[config.mk]
export PLATFORM = sky130hd
export DESIGN_NAME = pipeline_stall_ctrl
export DESIGN_NICKNAME = d
export VERILOG_FILES = /design/src/rtl/pipeline_stall_ctrl.sv
export SDC_FILE = /design/constraint.sdc
export NUM_CORES = 1
export LEC_CHECK = 0
export BUFFER_PORTS_ARGS = -buffer_cell sky130_fd_sc_hd__buf_2
export CORE_AREA = 5 5 42 44
export DETAILED_ROUTE_END_ITERATION = 16
export DIE_AREA = 0 0 47 49
export PLACE_DENSITY = 0.77
export SLEW_MARGIN = 15
export SYNTH_ARGS = -nofsm -noshare
export SYNTH_HDL_FRONTEND = slang
export SYNTH_SLANG_ARGS = --single-unit
export TNS_END_PERCENT = 100
[constraint.sdc]
create_clock -name clk -period 2.45 [get_ports clk]
set_clock_uncertainty 0.1 [all_clocks]
set_input_delay 0.6125 -clock clk [delete_from_list [all_inputs] [get_ports clk]]
set_output_delay 0.6125 -clock clk [all_outputs]
set_load 0.03 [all_outputs]
[src/rtl/pipeline_stall_ctrl.sv]
// Stall/flush controller between DOF and EX: hold enables, bubbles, watchdog.
// Optional STALL_PERF_CNT_EN adds an 8-bit saturating stall-cycle counter.
module pipeline_stall_ctrl #(
    parameter int MAX_STALL = 4,
    parameter int CW        = 3
) (
    input  logic          clk,
    input  logic          rst,
    input  logic          DHS,
    input  logic          BR_TAKEN,
    input  logic [2:0]    DA,
    input  logic          RW,
    input  logic          MW,
    output logic          PC_EN,
    output logic          IR_EN,
    output logic          IR_FLUSH,
    output logic [2:0]    EX_DA,
    output logic          EX_RW,
    output logic          EX_MW,
    output logic          BUBBLE,
`ifdef STALL_PERF_CNT_EN
    output logic [7:0]    STALL_CNT,
`endif
    output logic          STALL_ERR
);

    localparam logic [1:0] S_RUN   = 2'd0;
    localparam logic [1:0] S_STALL = 2'd1;
    localparam logic [1:0] S_HALT  = 2'd2;

    localparam logic [CW-1:0] CNT_MAX   = '1;
    localparam logic [CW-1:0] STALL_LIM = CW'(MAX_STALL);

    logic [1:0]    state, state_nx;
    logic [CW-1:0] cnt, cnt_nx;
    logic          active;
    logic          load;

    always_comb begin
        active   = !rst && (state != S_HALT);
        PC_EN    = active && (BR_TAKEN || DHS);
        IR_EN    = active && (BR_TAKEN || DHS);
        IR_FLUSH = active && BR_TAKEN;
        // only a clean advance with no flush passes DOF controls to EX
        load     = (state != S_HALT) && !BR_TAKEN && DHS;
    end

    always_comb begin
        state_nx = state;
        cnt_nx   = cnt;
        if (state != S_HALT) begin
            if (BR_TAKEN || DHS) begin
                state_nx = S_RUN;
                cnt_nx   = '0;
            end else if (cnt == STALL_LIM) begin
                state_nx = S_HALT;
            end else begin
                state_nx = S_STALL;
                if (cnt != CNT_MAX)
                    cnt_nx = cnt + 1'b1;
            end
        end
    end

    always_ff @(posedge clk or posedge rst) begin
        if (rst) begin
            state     <= S_RUN;
            cnt       <= '0;
            EX_DA     <= 3'b000;
            EX_RW     <= 1'b0;
            EX_MW     <= 1'b0;
            BUBBLE    <= 1'b1;
            STALL_ERR <= 1'b0;
        end else begin
            state  <= state_nx;
            cnt    <= cnt_nx;
            EX_DA  <= load ? DA : 3'b000;
            EX_RW  <= load && RW;
            EX_MW  <= load && MW;
            BUBBLE <= !load;
            if (state_nx == S_HALT)
                STALL_ERR <= 1'b1;
        end
    end

`ifdef STALL_PERF_CNT_EN
    always_ff @(posedge clk or posedge rst) begin
        if (rst)
            STALL_CNT <= 8'h00;
        else if (!PC_EN && (STALL_CNT != 8'hFF))
            STALL_CNT <= STALL_CNT + 8'h01;
    end
`endif

endmodule

==> impl_metrics.prom <==
# TYPE chip_impl_metric gauge
chip_impl_metric{name="grt_max_degree",unit=""} 13
chip_impl_metric{name="post-route-drc-count",unit=""} 0
chip_impl_metric{name="power_per_cell_area",unit="mW/mm²"} 665.1
chip_impl_metric{name="wire_per_inst",unit="µm"} 11.81
chip_impl_metric{name="minimum_clock_period_after_layout",unit="ps"} 2007
chip_impl_info{name="cp_slowest_cell",value="sky130_fd_sc_hd__dfrtp_1"} 1
chip_impl_metric{name="arrival",unit="ps"} 1290
chip_impl_metric{name="wirelength",unit="µm"} 992
chip_impl_metric{name="mappedNetlistArea",unit="µm²"} 523.0
chip_impl_metric{name="number_of_vias_after_detailed_routing",unit=""} 414
chip_impl_info{name="top_layer_used",value="met4"} 1
chip_impl_info{name="synth.area.top_cells",value="sky130_fd_sc_hd__dfrtp_1 (53%), sky130_fd_sc_hd__ha_1 (7.2%), sky130_fd_sc_hd__and2_1 (6.0%)"} 1
chip_impl_info{name="cp-end-kind",value="output port"} 1
chip_impl_info{name="timing.critical_path.from_type",value="register"} 1
chip_impl_metric{name="diodes",unit=""} 0
chip_impl_metric{name="grt_pass1_vias",unit=""} 393
chip_impl_metric{name="crit_required",unit="ps"} 1740
chip_impl_metric{name="yosysWarningCount",unit=""} 0
chip_impl_metric{name="io_buffer_count",unit=""} 18
chip_impl_info{name="cts_tree",value="done"} 1
chip_impl_info{name="synthDominantAreaCellType",value="sky130_fd_sc_hd__dfrtp_1"} 1
chip_impl_info{name="rr_endpoint",value="cnt[0]"} 1
chip_impl_metric{name="grt_remaining_overflow",unit=""} 0
chip_impl_metric{name="count_of_non_filler_cells_in_the_finished_layout",unit=""} 84
chip_impl_metric{name="max_slew.worst_pin.slew",unit="ps"} 306.6
chip_impl_info{name="status",value="complete, no violations"} 1
chip_impl_metric{name="clk-insertion-delay-late",unit="ps"} 270
chip_impl_metric{name="cts_buffers",unit=""} 3
chip_impl_metric{name="ys_seq_area_frac",unit=""} 0.5766
chip_impl_metric{name="synth_largest_type_area_fraction",unit=""} 0.5263
chip_impl_metric{name="slew-limit-headroom",unit=""} 0.7947
chip_impl_metric{name="wl_met3",unit="µm"} 80
chip_impl_metric{name="nets_final",unit=""} 81
chip_impl_metric{name="drt.antenna.violating_nets",unit=""} 0
chip_impl_metric{name="ios",unit=""} 19
chip_impl_metric{name="met1Wirelength",unit="µm"} 428
chip_impl_metric{name="number_of_drc_violations_after_detailed_routing_iteration_0",unit=""} 8
chip_impl_metric{name="track_usage",unit=""} 0.1006
chip_impl_info{name="crit_path_kind",value="register to output port"} 1
chip_impl_metric{name="maxCapViolations",unit=""} 0
chip_impl_info{name="hold_path.class",value="input pin to async pin"} 1
chip_impl_metric{name="worst-path-buf-inv",unit=""} 1
chip_impl_metric{name="fmaxAchievable",unit="GHz"} 0.4983
chip_impl_metric{name="setup-violations-final",unit=""} 0
chip_impl_metric{name="drt-vias-per-instance",unit=""} 4.929
chip_impl_metric{name="numPlacedInstances",unit=""} 80
chip_impl_metric{name="layout_worst_path_cycle_share",unit=""} 0.8192
chip_impl_metric{name="holdWs",unit="ps"} 258.5
chip_impl_metric{name="power.leakage",unit="nW"} 0.3538
chip_impl_metric{name="wl_met2",unit="µm"} 472
chip_impl_info{name="cpLargestDelayFamily",value="simple AND/OR/NAND/NOR gates"} 1
chip_impl_info{name="root_buffer",value="sky130_fd_sc_hd__clkbuf_4"} 1
chip_impl_metric{name="yosys.cell_types.count",unit=""} 20
chip_impl_metric{name="share_of_post_route_cells_with_drive_strength_above_1",unit=""} 0.3824
chip_impl_metric{name="post_cts_buffers",unit=""} 0
chip_impl_metric{name="timing.final.hold_violations",unit=""} 0
chip_impl_metric{name="wire_length_of_the_first_global_routing_pass",unit="µm"} 1649
chip_impl_metric{name="fp.coreArea",unit="mm²"} 0.001401
chip_impl_metric{name="syn_nets",unit=""} 58
chip_impl_metric{name="clock_sinks",unit=""} 12
chip_impl_metric{name="fp.dieH",unit="µm"} 49
chip_impl_metric{name="cp_max_fo",unit=""} 4
chip_impl_metric{name="ctsResizeCount",unit=""} 0
chip_impl_metric{name="clock_tree.htree_level_count",unit=""} 1
chip_impl_info{name="r2r_start",value="cnt[0]"} 1
chip_impl_metric{name="synthCells",unit=""} 46
chip_impl_metric{name="die_area",unit="mm²"} 0.002303
chip_impl_metric{name="fillerInstances",unit=""} 130
chip_impl_info{name="critical_path.cell_chain",value="nor2b_1 > nor3_1 > buf_2"} 1
chip_impl_metric{name="vdd_ir_drop_max",unit="mV"} 0.4651
chip_impl_metric{name="syn_avg_cell_area",unit="µm²"} 11.37
chip_impl_metric{name="worst-r2r-cell-count",unit=""} 5
chip_impl_metric{name="flow.area_growth_from_synthesis",unit="%"} 27.99
chip_impl_metric{name="start_util",unit=""} 0.3732
chip_impl_metric{name="clock_pin_slew_of_the_registers_on_the_worst_case_setup_and_hold_paths",unit="ps"} 70
chip_impl_metric{name="reg2reg_setup_slack",unit="ps"} 990
chip_impl_info{name="rsz_0062_raised_after_global_routing",value="false"} 1
chip_impl_metric{name="timing.setup.tns",unit="ps"} 0
chip_impl_metric{name="yosys_register_bits",unit=""} 12
chip_impl_metric{name="final-max-slew-violation-count",unit=""} 0
chip_impl_metric{name="cp_slowest_stage_delay",unit="ps"} 390
chip_impl_metric{name="hpwl",unit="µm"} 770.3
chip_impl_metric{name="cts_max_path_buffers",unit=""} 2
chip_impl_metric{name="firstDrtPassIters",unit=""} 4
chip_impl_metric{name="die_w",unit="µm"} 47
chip_impl_metric{name="postCtsHoldBufs",unit=""} 0
chip_impl_metric{name="gp_routability_congestion",unit=""} 0.7928
chip_impl_metric{name="site_rows",unit=""} 14
chip_impl_metric{name="finalCoreUtilization",unit=""} 0.4777
chip_impl_metric{name="initial_antenna_violation_count",unit=""} 0
## synth_stat cells
master,count
sky130_fd_sc_hd__or2_1,2
sky130_fd_sc_hd__and3_1,1
sky130_fd_sc_hd__nor2_2,1
sky130_fd_sc_hd__nor3_1,1
sky130_fd_sc_hd__dfrtp_1,11
sky130_fd_sc_hd__nor3b_2,1
sky130_fd_sc_hd__inv_1,6
sky130_fd_sc_hd__ha_1,3
sky130_fd_sc_hd__dfstp_2,1
sky130_fd_sc_hd__o32ai_1,1
sky130_fd_sc_hd__nor2b_1,1
sky130_fd_sc_hd__a31o_1,1
sky130_fd_sc_hd__nand4_1,2
sky130_fd_sc_hd__nand2_1,1
sky130_fd_sc_hd__nand2b_1,1
sky130_fd_sc_hd__and2_1,5
sky130_fd_sc_hd__a21oi_1,3
sky130_fd_sc_hd__o21ai_1,2
sky130_fd_sc_hd__o31a_1,1
sky130_fd_sc_hd__buf_4,1
## state kept, by name (all words and copies together), names as in the netlist
name	flops
EX_DA	3
EX_RW	1
cnt	3
BUBBLE	1
state	2
EX_MW	1
STALL_ERR	1
## how the worst max path moves through the flow
stage / startpoint / end / slack [ps] / cells past startpoint
floorplan: BR_TAKEN / PC_EN / 80 / 3
global placement: BR_TAKEN / IR_EN / 530 / 4
detailed placement: BR_TAKEN / IR_EN / 510 / 4
CTS: state[1] / IR_EN / 430 / 3
global route: state[1] / PC_EN / 390 / 3
finish: state[1] / PC_EN / 440 / 3
## stage by stage
stage	instance area (µm²)	worst slack [ps]	power, mW
finish	669.4	443.1	0.4452
global route	669.4	392.8	0.4690
CTS	669.4	434.1	0.4505
detailed placement	633.1	505.8	0.2961
global placement	633.1	534.4	0.2947
floorplan	523.0	78.77	0.2707
## worst reg2reg max path, cell delays in order (launching register included)
cell and delay (ps):
sky130_fd_sc_hd__dfrtp_1 380, sky130_fd_sc_hd__ha_1 200, sky130_fd_sc_hd__ha_1 210, sky130_fd_sc_hd__a21oi_1 210, sky130_fd_sc_hd__o31a_1 190, sky130_fd_sc_hd__o21ai_1 60
## layout make-up
type / count / area [µm²] / area share
well taps: 16 / 20.02 / 0.02991
repair buffers: 19 / 97.59 / 0.1458
clock buffers: 4 / 36.28 / 0.05421
inverters: 6 / 22.52 / 0.03364
multi-input cells: 27 / 191.4 / 0.2860
flip-flops and latches: 12 / 301.5 / 0.4505
## power by group
group | switching, mW | internal (mW)
combinational | 0.0501 | 0.0256
clock | 0.0633 | 0.0902
sequential | 0.00486 | 0.211
total | 0.118 | 0.327
## metal layers
layer  vias up  GRT usage
met5         -          0
met4         0    0.05530
met3         2    0.04059
met2        17     0.1403
met1       198     0.1284
li1        197          -
## cells by family after synthesis
| logic type | Yosys count | share of synthesized area |
|---|---|---|
| adders and majority gates | 3 | 0.07178 |
| buffers and inverters | 7 | 0.05742 |
| AOI/OAI and AO/OA | 8 | 0.09809 |
| and+or+nand+nor | 16 | 0.1962 |
| DFF | 12 | 0.5766 |
## placed cells by master, fill, tap and decap left out
master and n:
sky130_fd_sc_hd__ha_1 3, sky130_fd_sc_hd__and3_1 1, sky130_fd_sc_hd__o32ai_1 1, sky130_fd_sc_hd__dfstp_2 1, sky130_fd_sc_hd__clkbuf_8 1, sky130_fd_sc_hd__or2_1 2, sky130_fd_sc_hd__and2_1 5, sky130_fd_sc_hd__nor2b_1 1
sky130_fd_sc_hd__a31o_1 1, sky130_fd_sc_hd__o31a_1 1, sky130_fd_sc_hd__clkbuf_4 3, sky130_fd_sc_hd__nor3_1 1, sky130_fd_sc_hd__nor2_2 1, sky130_fd_sc_hd__nand2_1 1, sky130_fd_sc_hd__nand4_1 2, sky130_fd_sc_hd__buf_2 18
sky130_fd_sc_hd__nor3b_2 1, sky130_fd_sc_hd__buf_4 1, sky130_fd_sc_hd__dfrtp_1 11, sky130_fd_sc_hd__nand2b_1 1, sky130_fd_sc_hd__a21oi_1 3, sky130_fd_sc_hd__inv_1 6, sky130_fd_sc_hd__o21ai_1 2
Power figures use the tool's default switching activity.
